--- src/rtl/id_ex_stage.sv ---
// ID/EX pipeline stage register for an in-order RISC-V style pipeline.
// Captures decoded operands and control, detects load-use hazards against
// the instruction held in the register, and forwards results from EX/MEM
// and MEM/WB onto the ALU operands combinationally.
// Optional feature: define ID_EX_FORWARDING_EN to enable operand forwarding;
// without it the operands come straight from the registered data and the
// forwarding inputs are ignored.
module id_ex_stage #(
  parameter int DATA_W = 32
) (
  input  logic              clk,
  input  logic              reset,

  input  logic [DATA_W-1:0] rs1_data_i,
  input  logic [DATA_W-1:0] rs2_data_i,
  input  logic [DATA_W-1:0] imm_i,
  input  logic [4:0]        rs1_addr_i,
  input  logic [4:0]        rs2_addr_i,
  input  logic [4:0]        rd_addr_i,
  input  logic [3:0]        ALU_Operation_i,
  input  logic              alu_src_i,
  input  logic              reg_write_i,
  input  logic              mem_read_i,
  input  logic              mem_write_i,
  input  logic              mem_to_reg_i,
  input  logic              valid_i,

  input  logic              stall_i,
  input  logic              flush_i,

  input  logic [4:0]        ex_mem_rd_i,
  input  logic              ex_mem_reg_write_i,
  input  logic [DATA_W-1:0] ex_mem_result_i,
  input  logic [4:0]        mem_wb_rd_i,
  input  logic              mem_wb_reg_write_i,
  input  logic [DATA_W-1:0] mem_wb_data_i,

  output logic [DATA_W-1:0] A_o,
  output logic [DATA_W-1:0] B_o,
  output logic [3:0]        ALU_Operation_o,
  output logic [DATA_W-1:0] store_data_o,
  output logic [4:0]        rd_addr_o,
  output logic              reg_write_o,
  output logic              mem_read_o,
  output logic              mem_write_o,
  output logic              mem_to_reg_o,
  output logic              valid_o,
  output logic              hazard_o
);

  // Everything the stage holds for one instruction. An all-zero value is a
  // bubble: invalid, no side effects, ALU op ADD.
  typedef struct packed {
    logic [DATA_W-1:0] rs1_data;
    logic [DATA_W-1:0] rs2_data;
    logic [DATA_W-1:0] imm;
    logic [4:0]        rs1_addr;
    logic [4:0]        rs2_addr;
    logic [4:0]        rd_addr;
    logic [3:0]        alu_op;
    logic              alu_src;
    logic              reg_write;
    logic              mem_read;
    logic              mem_write;
    logic              mem_to_reg;
    logic              valid;
  } stage_t;

  localparam stage_t BUBBLE = '0;

  stage_t            stage_q, stage_d;
  logic              hazard;
  logic [DATA_W-1:0] fa, fb;

  // Load-use hazard: the held load's destination is read by the decoding
  // instruction, so the loaded value cannot be forwarded in time.
  always_comb begin
    hazard = stage_q.valid && stage_q.mem_read && (stage_q.rd_addr != 5'd0) &&
             ((stage_q.rd_addr == rs1_addr_i) || (stage_q.rd_addr == rs2_addr_i)) &&
             valid_i;
  end

  // Next stage contents: flush beats stall, stall beats the hazard bubble.
  always_comb begin
    // NOTE: assign a default before any branch so no path leaves stage_d
    // unassigned, which would otherwise infer a latch.
    stage_d = stage_q;
    if (flush_i) begin
      stage_d = BUBBLE;
    end else if (stall_i) begin
      stage_d = stage_q;
    end else if (hazard) begin
      stage_d = BUBBLE;
    end else begin
      stage_d.rs1_data   = rs1_data_i;
      stage_d.rs2_data   = rs2_data_i;
      stage_d.imm        = imm_i;
      stage_d.rs1_addr   = rs1_addr_i;
      stage_d.rs2_addr   = rs2_addr_i;
      stage_d.rd_addr    = rd_addr_i;
      stage_d.alu_op     = ALU_Operation_i;
      stage_d.alu_src    = alu_src_i;
      stage_d.reg_write  = reg_write_i;
      stage_d.mem_read   = mem_read_i;
      stage_d.mem_write  = mem_write_i;
      stage_d.mem_to_reg = mem_to_reg_i;
      stage_d.valid      = valid_i;
    end
  end

  // Stage register; synchronous reset wins over flush and stall, so a reset
  // during a stall discards the held instruction.
  always_ff @(posedge clk) begin
    // NOTE: sequential state uses non-blocking assignments so every flop
    // samples pre-edge values regardless of block ordering.
    if (!reset) begin
      stage_q <= BUBBLE;
    end else begin
      stage_q <= stage_d;
    end
  end

`ifdef ID_EX_FORWARDING_EN
  // Pick the youngest in-flight writer of src; x0 is never forwarded.
  function automatic logic [DATA_W-1:0] fwd_sel(
    input logic [4:0]        src,
    input logic [DATA_W-1:0] reg_val,
    input logic [4:0]        em_rd,
    input logic              em_we,
    input logic [DATA_W-1:0] em_val,
    input logic [4:0]        wb_rd,
    input logic              wb_we,
    input logic [DATA_W-1:0] wb_val
  );
    if (em_we && (em_rd != 5'd0) && (em_rd == src)) begin
      return em_val;
    end else if (wb_we && (wb_rd != 5'd0) && (wb_rd == src)) begin
      return wb_val;
    end
    return reg_val;
  endfunction

  // Forwarding muxes on both source operands, no added latency.
  always_comb begin
    fa = fwd_sel(stage_q.rs1_addr, stage_q.rs1_data,
                 ex_mem_rd_i, ex_mem_reg_write_i, ex_mem_result_i,
                 mem_wb_rd_i, mem_wb_reg_write_i, mem_wb_data_i);
    fb = fwd_sel(stage_q.rs2_addr, stage_q.rs2_data,
                 ex_mem_rd_i, ex_mem_reg_write_i, ex_mem_result_i,
                 mem_wb_rd_i, mem_wb_reg_write_i, mem_wb_data_i);
  end
`else
  // Without forwarding the operands are the registered data as read in ID.
  always_comb begin
    fa = stage_q.rs1_data;
    fb = stage_q.rs2_data;
  end

  // Forwarding inputs and registered source addresses have no consumer here.
  logic unused_fwd;
  assign unused_fwd = ^{ex_mem_rd_i, ex_mem_reg_write_i, ex_mem_result_i,
                        mem_wb_rd_i, mem_wb_reg_write_i, mem_wb_data_i,
                        stage_q.rs1_addr, stage_q.rs2_addr};
`endif

  // Output drive: operand muxing plus straight copies of the held fields.
  always_comb begin
    A_o             = fa;
    B_o             = stage_q.alu_src ? stage_q.imm : fb;
    store_data_o    = fb;
    ALU_Operation_o = stage_q.alu_op;
    rd_addr_o       = stage_q.rd_addr;
    reg_write_o     = stage_q.reg_write;
    mem_read_o      = stage_q.mem_read;
    mem_write_o     = stage_q.mem_write;
    mem_to_reg_o    = stage_q.mem_to_reg;
    valid_o         = stage_q.valid;
    hazard_o        = hazard;
  end

endmodule

--- config.mk ---
export PLATFORM = sky130hd
export DESIGN_NAME = id_ex_stage
export DESIGN_NICKNAME = d
export VERILOG_FILES = /design/src/rtl/id_ex_stage.sv
export SDC_FILE = /design/constraint.sdc
export NUM_CORES = 1
export LEC_CHECK = 0
export CELL_PAD_IN_SITES_DETAIL_PLACEMENT = 0
export CELL_PAD_IN_SITES_GLOBAL_PLACEMENT = 2
export CORE_ASPECT_RATIO = 0.5
export CORE_UTILIZATION = 24
export CTS_CLUSTER_DIAMETER = 50
export DETAILED_ROUTE_END_ITERATION = 12
export MAX_ROUTING_LAYER = met4
export PLACE_DENSITY_LB_ADDON = 0.1
export SLEW_MARGIN = 25
export SYNTH_ARGS = -nofsm -noshare
export SYNTH_HDL_FRONTEND = slang
export SYNTH_SLANG_ARGS = --single-unit
--- constraint.sdc ---
create_clock -name clk -period 3.7 [get_ports clk]
set_input_delay 0.555 -clock clk [delete_from_list [all_inputs] [get_ports clk]]
set_output_delay 0.555 -clock clk [all_outputs]
set_load 0.005 [all_outputs]
==> qor.yml, run 1 <==
cpMaxStageDelayCell: "clkdlybuf4s50_1"
fin_setup_tns_ns: 0
synth_area_leaders: "dfxtp_1, a22oi_1, a21oi_2"
synth_seq_area_share_pct: 34.3
synth_xor_area_share_pct: 1.35
postPlaceCellArea_um2: 8470
slew_viol_final: 0
status: "complete, no violations"
grt_start_max_net_pins: 138
syn_inst: 756
cp-start-kind: "flop"
ir_drop_v: 0.000240
cts_made_buffers: 9
synthAdderAreaFrac_pct: 0
rsz0062_at_grt: "false"
overflow: 0
path_max_fanout: 22
vias: 5695
grt_usage_pct: 16.3
p_leak_nw: 3.21
die_area_um2: 27700
gp_congestion: 0.697
period_needed_ns: 2.85
synth_top_family_by_area: "compound AO/OA/AOI/OAI gates"
slowest_delay_ns: 0.48
worstPathCellList: "or3_1 > o311a_4 > and3_1 > clkdlybuf4s50_1"
cts_setup_buffers: 0
ys_seq_elements: 111
n_antenna_cell: 0
use_met1_pct: 21.1
core_um2: 26500
num_rows: 42
cts_sinks: 111
grt_pass1_vias: 5505
hold_ws_ns: 0.558
vias_per_cell: 4.68
critPathKind: "flop to primary output"
htreeDepth: 3
crit_arrival_ns: 2.30
first_pass_iters: 4
tightest_slew_ns: 0.989
cts_root_buf: "clkbuf_16"
met3_usage_pct: 4.51
port_buffers: 235
detail_route.wl_per_cell_um: 18.1
grt.busiest_layer: "met2"
synth.cell_area_um2: 6470
muxShareOfSynthArea_pct: 5.57
fmax_mhz: 350
clk_latency_ns: 0.37
end_kind: "primary output"
cap_violations: 0
holdBufCountCts: 0
ant_nets: 0
io_pins: 312
grt_util_met2_pct: 25.3
start_util_pct: 24.4
first_iter_violations: 278
synth_area_per_cell_um2: 8.56
yosys.area_share.simple_pct: 18.1
cts.repair.resized: 0
clockBufferDepth: 2
worstPathRequired_ns: 3.14
hpwl_mm: 12.8
fin_nets: 1060
finalPower_mw: 2.77
fin_crit_sh_pct: 77.1
fin_area_um2: 8780
drc_errors: 0
fin_cells: 1216
grt_pass1_wl_mm: 33.5
drive_gt1_share_pct: 16.7
drt_wl_total_mm: 22.1
syn_to_final_growth_pct: 35.7
clk_pin_slew_worst_paths_ns: 0.08
yosysWarnings: 0
p_per_area_nw_per_um2: 316
grt_antenna_before_repair: 0
r2r_slack_ns: 1.34
synth_cell_types: 22
hold_viol: 0
hold_path_class: "flop to flop"
slew_headroom_pct: 34.1
yosysTopAreaCell: "dfxtp_1"
synthesis.nets: 957
fin_skew_ns: 0.00787
dp_cells: 1200
die_w_um: 234
synth-compound-area-share_pct: 26.5
setup_viol: 0
finalCoreUtilization_pct: 33.2
cts_tree: "done"
timing.final.ws_setup_ns: 0.846
synth_top_area_share_pct: 34.3
die_h_um: 118
pre_cts_slack_ns: 0.858
## synthesized netlist by cell type
master / number
nand3_1: 2
nor3b_1: 1
o311a_4: 1
and3b_1: 1
xnor2_1: 10
o21ai_0: 1
a22oi_1: 110
dfxtp_1: 111
buf_6: 9
o22ai_1: 1
and3_4: 3
buf_2: 10
nand2_1: 113
buf_4: 73
a21oi_1: 30
or3_1: 1
clkbuf_1: 58
a21oi_2: 80
a2bb2oi_1: 1
mux2_2: 32
and3_2: 2
and3_1: 106
## path summary, 6_finish.rpt
path                                        end  depth (start not counted)                       from
setup / recovery                       hazard_o                          4  rd_addr_o[4]$_SDFFE_PP0N_
hold / removal             valid_o$_SDFFE_PP0N_                          2       valid_o$_SDFFE_PP0N_
setup reg to reg  store_data_o[20]$_SDFFE_PP0N_                          5  rd_addr_o[0]$_SDFFE_PP0N_
hold reg to reg            valid_o$_SDFFE_PP0N_                          2       valid_o$_SDFFE_PP0N_
## flip-flops by register name (all words and copies together) (netlist names)
| name | count |
|---|---|
| A_o | 32 |
| reg_write_o | 1 |
| ALU_Operation_o | 4 |
| mem_read_o | 1 |
| store_data_o | 32 |
| stage_q | 33 |
| mem_to_reg_o | 1 |
| rd_addr_o | 5 |
| valid_o | 1 |
| mem_write_o | 1 |
## logic make-up (layout without fill, tap and decap cells)
group                  count (synthesis)  count (layout)
AO/OA/AOI/OAI                        224             224
XOR/XNOR                              10              10
buffers and inverters                150             258
flip-flops                           111             111
multiplexers                          32              32
AND/OR/NAND/NOR                      229             229
## layout make-up
class	instances	area (um2)
Clock buffer	14	274
Clock inverter	2	37.5
Fill cell	2806	17700
Multi-Input combinational cell	495	3360
Sequential cell	111	2220
Tap cell	352	440
Timing Repair Buffer	242	2450
## layer usage
metal	vias to the layer above	wire length [um]
met5	-	0
met4	0	201
met2	97	10300
li1	2829	-
met1	2756	10600
met3	13	939
## critical path, delay by kind of cell, from the launching register on
kind            cells  cell delay [ns]
simple gates        2             0.62
buf+inv             1             0.48
compound gates      1             0.43
flops               1             0.39
## cell usage in the layout, fill, tap and decap left out, types with 4 or more instances in the layout
master             n
clkdlybuf4s50_1  234
dfxtp_1          110
a22oi_1          110
a21oi_1           30
a21oi_2           80
nand2_1          113
mux2_2            32
clkbuf_16          9
buf_12             4
xnor2_1           10
and3_1           106
## power by group
part	switching (mW)	internal (mW)	leakage, nW	total, mW
sequential	0.0392	1.23	0.905	1.27
clock	0.496	0.583	0.149	1.08
combinational	0.178	0.243	2.16	0.421
total	0.713	2.06	3.21	2.77
(Power assumes the default switching activity.)
==> run 2, diff against run 1 <==
- CORE_UTILIZATION: 24 -> 23
- clock period: 3.7 -> 2.9 ns (I/O delays scaled with it)
==> qor.yml, run 2 (synthesized netlist as in run 1, its figures left out) <==
cp-start-kind: "flop"
grt_pass1_vias: 5485
cts_root_buf: "clkbuf_16"
die_h_um: 121
slew_headroom_pct: 42.0
end_kind: "primary output"
htreeDepth: 3
slew_viol_final: 0
fin_skew_ns: 0.00781
hpwl_mm: 13.6
gp_congestion: 0.733
cap_violations: 0
core_um2: 27000
holdBufCountCts: 0
fin_cells: 1241
cts.repair.resized: 0
cts_made_buffers: 9
finalCoreUtilization_pct: 32.8
clockBufferDepth: 2
port_buffers: 235
syn_to_final_growth_pct: 37.0
crit_arrival_ns: 2.23
fin_crit_sh_pct: 91.8
critPathKind: "flop to primary output"
hold_path_class: "flop to flop"
drive_gt1_share_pct: 17.2
layout_commonest_cell: "clkdlybuf4s50_1"
fillCellCount: 2863
regMostFlops: "stage_q"
first_pass_iters: 4
grt_pass1_wl_mm: 34.4
drt_wl_total_mm: 22.8
fin_nets: 1063
setup_viol: 0
cts_tree: "done"
fin_setup_tns_ns: 0
largest_register_ffs: 33
finalPower_mw: 3.58
hold_viol: 0
ir_drop_v: 0.000276
cts_setup_buffers: 0
layout_common_cells: "clkdlybuf4s50_1, nand2_1, dfxtp_1, a22oi_1, and3_1"
start_util_pct: 24.0
num_rows: 42
vias_per_cell: 4.63
drc_errors: 0
cts_sinks: 111
clk_pin_slew_worst_paths_ns: 0.08
rsz0062_at_grt: "false"
tightest_slew_ns: 0.870
period_needed_ns: 2.66
detail_route.wl_per_cell_um: 18.3
path_max_fanout: 6
die_area_um2: 28900
first_iter_violations: 380
io_pins: 312
fmax_mhz: 376
overflow: 0
worstPathCellList: "xnor2_1 > nand3_1 > o22ai_4 > and3_1 > clkdlybuf4s50_1"
slowest_delay_ns: 0.56
die_w_um: 239
vias: 5750
clk_latency_ns: 0.38
p_leak_nw: 3.24
n_antenna_cell: 0
grt_start_max_net_pins: 116
status: "complete, no violations"
ant_nets: 0
cpMaxStageDelayCell: "clkdlybuf4s50_1"
grt_usage_pct: 16.0
dp_cells: 1225
p_per_area_nw_per_um2: 404
grt_antenna_before_repair: 0
worstPathRequired_ns: 2.47
## run 2: cell types whose count changed in the layout (fill, tap and decap cells not counted), sizes merged
cell / previous run / this run
clkinv: 0 / 4
clkbuf: 14 / 9
buf: 8 / 11
bufinv: 1 / 2
## run 2: report_power, final
part | internal [mW] | switching [mW]
Clock | 0.753 | 0.658
Combinational | 0.315 | 0.231
Sequential | 1.57 | 0.0511
Total | 2.64 | 0.940
## run 2: final timing paths
path / from / end / slack (ns) / depth (start not counted)
worst min-delay path: valid_o$_SDFFE_PP0N_ / valid_o$_SDFFE_PP0N_ / 0.55 / 2
worst max register to register: rd_addr_o[4]$_SDFFE_PP0N_ / store_data_o[22]$_SDFFE_PP0N_ / 0.85 / 5
worst max-delay path: rd_addr_o[2]$_SDFFE_PP0N_ / hazard_o / 0.24 / 5
worst min register to register: valid_o$_SDFFE_PP0N_ / valid_o$_SDFFE_PP0N_ / 0.55 / 2
## run 2: per-stage QoR
step | hold WS (ns) | cell area [um2] | worst slack (ns)
global placement | 0.518 | 8550 | 0.206
detailed placement | 0.533 | 8550 | 0.232
floorplan | 0.502 | 6470 | 1.07
finish | 0.555 | 8870 | 0.238
CTS | 0.552 | 8870 | 0.153
global route | 0.606 | 8870 | 0.106
## run 2: final cells by class
| type | instances | area [um2] | area share (%) |
|---|---|---|---|
| multi-input cells | 495 | 3360 | 37.9 |
| repair buffers | 245 | 2500 | 28.3 |
| flip-flops and latches | 111 | 2220 | 25.1 |
| well taps | 374 | 468 | 5.28 |
| clock buffers | 9 | 225 | 2.54 |
| clock inverters | 7 | 87.6 | 0.988 |
## run 2: critical path: cells and delay by family (launching register included)
kind,cells,cell delay (ns)
AND/OR/NAND/NOR,2,0.37
buffers and inverters,1,0.56
XOR/XNOR,1,0.16
flip-flops,1,0.52
AO/OA/AOI/OAI,1,0.24
## run 2: layer usage
metal	GRT usage, %	share of wire, %
met3	3.61	3.8
met1	21.2	48
met4	3.73	0.90
met2	24.8	47
met5	-	0
